**src/rtl/sram_req_arbiter.sv**
```systemverilog
// rtl/sram_req_arbiter.sv - inst/data master arbiter onto one SRAM-like slave port with in-order ID FIFO (optional ARB_RR_EN)
module sram_req_arbiter #(
  parameter int OUTS_DEPTH = 2,
  parameter int ADDR_W     = 32
) (
  input  logic              clk,
  input  logic              resetn,
  input  logic              inst_req,
  input  logic [ADDR_W-1:0] inst_addr,
  output logic              inst_addr_ok,
  output logic              inst_data_ok,
  input  logic              data_req,
  input  logic              data_wr,
  input  logic [1:0]        data_size,
  input  logic [3:0]        data_wstrb,
  input  logic [ADDR_W-1:0] data_addr,
  input  logic [ADDR_W-1:0] data_wdata,
  output logic              data_addr_ok,
  output logic              data_data_ok,
  output logic [ADDR_W-1:0] rdata,
  output logic              s_req,
  output logic              s_wr,
  output logic [1:0]        s_size,
  output logic [3:0]        s_wstrb,
  output logic [ADDR_W-1:0] s_addr,
  output logic [ADDR_W-1:0] s_wdata,
  input  logic              s_addr_ok,
  input  logic              s_data_ok,
  input  logic [ADDR_W-1:0] s_rdata
);

  localparam int PTR_W = $clog2(OUTS_DEPTH);
  localparam int CNT_W = PTR_W + 1;
  localparam logic [CNT_W-1:0] FULL_CNT = CNT_W'(OUTS_DEPTH);

  // grant encoding: 0 = inst, 1 = data
  logic [CNT_W-1:0] r_cnt;
  logic [PTR_W-1:0] r_wptr;
  logic [PTR_W-1:0] r_rptr;
  logic             r_lock;
  logic             r_grant;
  logic             r_fifo [OUTS_DEPTH];
`ifdef ARB_RR_EN
  logic             r_last;
`endif

  logic w_grant;
  logic w_sel_req;
  logic w_not_full;
  logic w_sreq;
  logic w_push;
  logic w_pop;
  logic w_head;
  logic w_drive;

  // grant select: locked grant wins, otherwise data priority (or alternate on contention)
  always_comb begin
    w_grant = 1'b0;
    if (r_lock) begin
      w_grant = r_grant;
    end
`ifdef ARB_RR_EN
    else if (inst_req && data_req) begin
      w_grant = ~r_last;
    end
`endif
    else begin
      w_grant = data_req;
    end
  end

  // everything below is gated by resetn so the reset cycle shows all-zero outputs
  assign w_sel_req  = w_grant ? data_req : inst_req;
  assign w_not_full = (r_cnt != FULL_CNT);
  assign w_sreq     = resetn & w_sel_req & w_not_full;
  assign w_push     = w_sreq & s_addr_ok;
  assign w_pop      = resetn & s_data_ok & (r_cnt != '0);
  assign w_head     = r_fifo[r_rptr];
  assign w_drive    = resetn & w_sel_req;

  assign s_req        = w_sreq;
  assign inst_addr_ok = w_push & ~w_grant;
  assign data_addr_ok = w_push & w_grant;
  assign inst_data_ok = w_pop & ~w_head;
  assign data_data_ok = w_pop & w_head;
  assign rdata        = resetn ? s_rdata : '0;

  assign s_wr    = w_drive & w_grant & data_wr;
  assign s_size  = w_drive ? (w_grant ? data_size : 2'b10) : 2'b00;
  assign s_wstrb = (w_drive & w_grant) ? data_wstrb : 4'h0;
  assign s_addr  = w_drive ? (w_grant ? data_addr : inst_addr) : '0;
  assign s_wdata = (w_drive & w_grant) ? data_wdata : '0;

  // outstanding count, FIFO pointers and address-phase lock
  always_ff @(posedge clk) begin
    if (!resetn) begin
      r_cnt   <= '0;
      r_wptr  <= '0;
      r_rptr  <= '0;
      r_lock  <= 1'b0;
      r_grant <= 1'b1;
    end else begin
      if (w_push) r_wptr <= r_wptr + PTR_W'(1);
      if (w_pop)  r_rptr <= r_rptr + PTR_W'(1);
      case ({w_push, w_pop})
        2'b10:   r_cnt <= r_cnt + CNT_W'(1);
        2'b01:   r_cnt <= r_cnt - CNT_W'(1);
        default: r_cnt <= r_cnt;
      endcase
      if (w_sreq && !s_addr_ok) begin
        r_lock  <= 1'b1;
        r_grant <= w_grant;
      end else if (w_push) begin
        r_lock  <= 1'b0;
      end
    end
  end

  // requester ID storage; contents are don't-care until pushed
  always_ff @(posedge clk) begin
    if (w_push) r_fifo[r_wptr] <= w_grant;
  end

`ifdef ARB_RR_EN
  // last accepted master, used to alternate under contention
  always_ff @(posedge clk) begin
    if (!resetn) begin
      r_last <= 1'b0;
    end else if (w_push) begin
      r_last <= w_grant;
    end
  end
`endif

endmodule

```
**config.mk**
```make
export PLATFORM = sky130hd
export DESIGN_NAME = sram_req_arbiter
export DESIGN_NICKNAME = d
export VERILOG_FILES = /design/src/rtl/sram_req_arbiter.sv
export SDC_FILE = /design/constraint.sdc
export NUM_CORES = 1
export LEC_CHECK = 0
export ABC_CLOCK_PERIOD_IN_PS = 4300
export BUFFER_PORTS_ARGS = -buffer_cell sky130_fd_sc_hd__buf_2
export CORE_AREA = 2 2 96 98
export CTS_BUF_LIST = sky130_fd_sc_hd__clkbuf_16
export CTS_CLUSTER_DIAMETER = 60
export DETAILED_ROUTE_END_ITERATION = 12
export DIE_AREA = 0 0 98 100
export PLACE_DENSITY = 0.63
export SYNTH_ARGS = -nofsm -noshare
export SYNTH_HDL_FRONTEND = slang
export SYNTH_SLANG_ARGS = --single-unit
```
**constraint.sdc**
```tcl
create_clock -name clk -period 4.3 [get_ports clk]
set_input_delay 0.86 -clock clk [delete_from_list [all_inputs] [get_ports clk]]
set_output_delay 0.86 -clock clk [all_outputs]
set_load 0.02 [all_outputs]
```
# [Word-level counts from Yosys, hierarchy flattened]
# Memory sizes are Yosys's and may differ from the RTL's. A register that Yosys moved wholly into a read port is not among the register bits.
# Cells that the tools add are included.
[word_totals] regBits=6 latchBits=0 mem_bits_rw=2 romBits=0 inputBits=141 output_inout_bits=108 wordCells=47 mem_count=1
[classes] add_sub_neg=4 multipliers=0 div=0 magnitude_cmp=0 n_eq_ne=3 n_shift=0 mux=16 n_bitwise=13 n_reduce_logical=5
[mem_list] memory="r_fifo" depth=2 width=1 rd=1 rd_clocked_by_memory_dff=1 write_ports=1 line="42" text="logic r_fifo [OUTS_DEPTH];"
[op_table] op="$mux W32" count=4
[op_table] op="$and A1 B1 Y1" count=11
[op_table] op="$mux W1" count=8
[op_table] op="$reduce_bool A2 Y1" count=3
[op_table] op="$mux W2" count=2
[op_table] op="$mux W4" count=1
[op_table] op="$pmux W2 S2" count=1
[op_table] op="$add A1 B1 Y1 const B" count=2
[op_table] op="$add A2 B1 Y2 const B" count=1
[op_table] op="$eq A2 B1 Y1 const B" count=1
[op_table] op="$eq A2 B2 Y1 const B" count=1
[op_table] op="$ne A2 B2 Y1 const B" count=1
[op_table] op="$not A1 Y1" count=2
[op_table] op="$sub A2 B1 Y2 const B" count=1
[op_table] op="$logic_and A1 B1 Y1" count=1
[op_table] op="$logic_not A1 Y1" count=1

# [Depth between registers and ports, before layout]
[depth] ltp_word=7 depth_mapped=9 depth_no_buf=7

# [Worst setup path before layout]
# Ideal clock, no wire load.
[synth_path] kind="input -> output" start="input data_req" end="output data_addr_ok" t_arrival_ns=1.976 required_ns=3.440 slack_ns=1.464 cell_stages=6 n_path_buf=2 path_cell_list="mux2i_1 a21o_1 buf_6 or3b_1 buf_2 nor2_1"
[synth_between] elab_chain_len=6
[synth_lines] element="start, declared" line="12" text="input logic data_req,"
[synth_lines] element="$mux W1" line="59" text="if (r_lock) begin"
[synth_lines] element="$mux W1" line="73" text="assign w_sel_req = w_grant ? data_req : inst_req;"
[synth_lines] element="$and A1 B1 Y1 (2 in a row)" line="75" text="assign w_sreq = resetn & w_sel_req & w_not_full;"
[synth_lines] element="$and A1 B1 Y1" line="76" text="assign w_push = w_sreq & s_addr_ok;"
[synth_lines] element="$and A1 B1 Y1 (*)" line="83" text="assign data_addr_ok = w_push & w_grant;"
[synth_lines] element="end, declared" line="18" text="output logic data_addr_ok,"
# Mark *: on every way between the ends. The rest lies on a longest branch, timed or not.

# [Final worst setup path]
[layout_path] start="input resetn" end="output s_wdata[5]"
[layout_between] elab_chain_len=3
[layout_lines] element="start, declared" line="7" text="input logic resetn,"
[layout_lines] element="$and A1 B1 Y1" line="79" text="assign w_drive = resetn & w_sel_req;"
[layout_lines] element="$and A1 B1 Y1" line="92" text="assign s_wdata = (w_drive & w_grant) ? data_wdata : '0;"
[layout_lines] element="$mux W32" line="92"
[layout_lines] element="end, declared" line="26" text="output logic [ADDR_W-1:0] s_wdata,"
# No other way between the ends.

==> flow_metrics.env <==
export IMPL_synth_xor_area_share_pct=1.91
export IMPL_netlist_area_um2=1370
export IMPL_power_per_cell_area_nw_per_um2=203
export IMPL_fmax_mhz=291
export IMPL_tightest_slew_ns=1.04
export IMPL_antenna_cells_inserted=0
export IMPL_hold_ws_ns=0.482
export IMPL_postCtsSetupRepairBufs=0
export IMPL_fin_crit_sh_pct=80.0
export IMPL_num_vias=2308
export IMPL_p_sw_share_pct=39.5
export IMPL_startpoint_type="input port"
export IMPL_ir_worst_vdd_v=0.000111
export IMPL_cts_tree="yes"
export IMPL_max_slew_margin_pct=30.4
export IMPL_cpMaxStageDelayCell="a21oi_2"
export IMPL_cap_violations=0
export IMPL_p_sw_uw=224
export IMPL_synth_cell_type_count=25
export IMPL_synth_area_leader_cell="and2_1"
export IMPL_r2r_start="r_grant"
export IMPL_antenna_found_initial=0
export IMPL_place_inst=578
export IMPL_ant_nets=0
export IMPL_die_h_um=100
export IMPL_via_per_inst=3.97
export IMPL_num_fill_cells=1003
export IMPL_grt_pass1_wl_um=9430
export IMPL_dr_pass1_iters=4
export IMPL_arrival_ns=2.58
export IMPL_coreArea_um2=8890
export IMPL_grt_max_degree=43
export IMPL_tns_ns=0
export IMPL_num_rows=35
export IMPL_synth_fp_nets=377
export IMPL_drv_slew=0
export IMPL_synthSimpleGateAreaFrac_pct=56.6
export IMPL_critPathTopFamily="compound AO/OA/AOI/OAI gates"
export IMPL_crit_required_ns=3.44
export IMPL_cpMostUsedCell="buf_2"
export IMPL_ys_warn_count=0
export IMPL_clockPowerShare_pct=28.3
export IMPL_syn_avg_cell_area_um2=5.85
export IMPL_initial_utilization_pct=15.5
export IMPL_cts_resized=0
export IMPL_place_hpwl_um=5340
export IMPL_setup_violations_final=0
export IMPL_grt_overflow_total=0
export IMPL_grt_pass1_vias=2004
export IMPL_crit_start="resetn"
export IMPL_status="completed"
export IMPL_ys_seq_area_share_pct=14.6
export IMPL_ys_dominant_reg_cell="dfxtp_1"
export IMPL_cp_cell_sequence="buf_2, nand2_1, a21oi_2, and2_1, buf_2"
export IMPL_cts_root_buffer="clkbuf_16"
export IMPL_wl_per_cell_um=11.0
export IMPL_fin_cells=582
export IMPL_endpoint_kind="primary output"
export IMPL_numCtsBuffers=3
export IMPL_yosys_top_cells_area="and2_1 (33%), nand2_1 (18%), a21oi_1 (13%)"
export IMPL_drive_above_1_share_pct=54.4
export IMPL_post_synth_top_count_cell="and2_1"
export IMPL_cts_sinks=9
export IMPL_async_reset_ff_share_pct=0
export IMPL_io_buffers=248
export IMPL_leakagePower_nw=1.73
export IMPL_p_int_uw=343
export IMPL_area_delta_synth_final_pct=103
export IMPL_drt_iter0_markers=57
export IMPL_die_w_um=98
export IMPL_path_max_fanout=42
export IMPL_synthAdderAreaFrac_pct=0.911
export IMPL_grt_util_all_layers_pct=11.5
export IMPL_clock_latency_ns=0.23
export IMPL_synth_top_family_by_area="simple AND/OR/NAND/NOR gates"
export IMPL_yosys_register_bits=9
export IMPL_synth_compound_area_share_pct=16.2
export IMPL_hold_viol=0
export IMPL_cp_num_buf_inv=2
export IMPL_seq_power_share_pct=17.8
export IMPL_synth_top_cell_area_share_pct=33.2
export IMPL_clkTransAtPathRegs_ns=0.04
export IMPL_period_minus_slack_ns=3.44
export IMPL_dieArea_um2=9800
export IMPL_hold_path_class="register to register"
export IMPL_synth_edf_count=2
export IMPL_routabilityCongestion=0.841
export IMPL_htree_levels=1
export IMPL_critPathKind="input port to primary output"
export IMPL_hold_buffers=0
export IMPL_nNetsFinal=614
export IMPL_hp_start="r_wptr"
export IMPL_max_stage_delay_ns=0.78
export IMPL_cts_buffer_depth=2
export IMPL_skew_ns=0.00166
export IMPL_drc=0
export IMPL_muxShareOfSynthArea_pct=3.19
export IMPL_syn_inst=235
export IMPL_combinationalPowerShare_pct=53.9
export IMPL_synth_common_cells="and2_1 (73), nand2_1 (66), a21oi_1 (35)"
export IMPL_wl_um=6420
export IMPL_ios=249
export IMPL_rsz0062_at_grt="no"
layer usage:
metal | routed length [um] | track usage (%) | vias to the layer above
li1 | - | - | 1214
met1 | 2580 | 14.7 | 987
met2 | 3360 | 20.7 | 103
met3 | 448 | 1.74 | 4
met4 | 32 | 1.92 | 0
met5 | 0 | 0 | -
area by class of cell:
cell class,instances,area (um^2),share of cell area (%)
Timing Repair Buffer,251,1260,45.3
Inverter,3,11.3,0.404
Clock inverter,1,3.75,0.135
Sequential cell,9,200,7.18
Tap cell,111,139,4.98
Clock buffer,3,75.1,2.69
Multi-Input combinational cell,204,1090,39.3
worst paths after layout:
kind | to | slack [ns] | cells after the start
worst min-delay path | r_wptr | 0.48 | 1
worst min register to register | r_wptr | 0.48 | 1
worst max register to register | r_cnt[1] | 2.09 | 6
worst max-delay path | s_wdata[5] | 0.86 | 5
layout by cell type (no fill, tap or decap):
master / netlist / final
a21boi_0: 1 / 1
dfxtp_1: 7 / 7
clkinv_1: 1 / 1
nand2_1: 66 / 66
o311a_1: 1 / 1
clkbuf_16: 0 / 3
nor2_1: 9 / 9
a21oi_1: 35 / 34
o211ai_1: 1 / 1
and3_1: 1 / 1
buf_4: 0 / 3
inv_1: 2 / 3
edfxtp_1: 2 / 2
a21o_1: 1 / 1
or3_1: 1 / 1
or3b_1: 1 / 1
and2_1: 73 / 73
nor2b_1: 2 / 2
ha_1: 1 / 1
nor3_1: 1 / 1
xnor2_1: 3 / 3
o21ai_0: 3 / 3
a21oi_2: 0 / 1
buf_2: 1 / 248
mux2i_4: 0 / 1
mux2i_1: 3 / 3
worst reg2reg max path, delay by kind of cell (launching register included):
kind	cells	cell delay, ns
flip-flops	1	0.41
multiplexers	1	0.10
AND/OR/NAND/NOR	2	0.87
AO/OA/AOI/OAI	2	0.38
adder cells (fa/ha/maj)	1	0.37
logic make-up after synthesis:
| logic type | count (synthesis) |
|---|---|
| adders and majority gates | 1 |
| muxes | 4 |
| and+or+nand+nor | 154 |
| xor gates and xnor gates | 3 |
| AOI/OAI and AO/OA | 42 |
| DFF | 9 |
| buffers and inverters | 22 |
stage by stage:
stage / total power, mW / utilization, % / setup slack, ns / cell area (um^2)
final: 0.567 / 31.4 / 0.859 / 2790
after global routing: 0.605 / 31.4 / 0.550 / 2790
after CTS: 0.573 / 31.4 / 0.855 / 2790
after detailed placement: 0.410 / 30.5 / 0.849 / 2710
after global placement: 0.406 / 30.5 / 0.990 / 2710
after floorplan: 0.277 / - / 1.46 / 1370
power by group through the flow:
| stage | Clock [mW] | Sequential [mW] | Combinational (mW) |
|---|---|---|---|
| detailed placement | 0 | 0.102 | 0.308 |
| global placement | 0 | 0.102 | 0.304 |
| finish | 0.161 | 0.101 | 0.306 |
| CTS | 0.164 | 0.101 | 0.309 |
| floorplan | 0 | 0.0998 | 0.177 |
| global route | 0.168 | 0.102 | 0.335 |
Power figures use the tool's default switching activity.
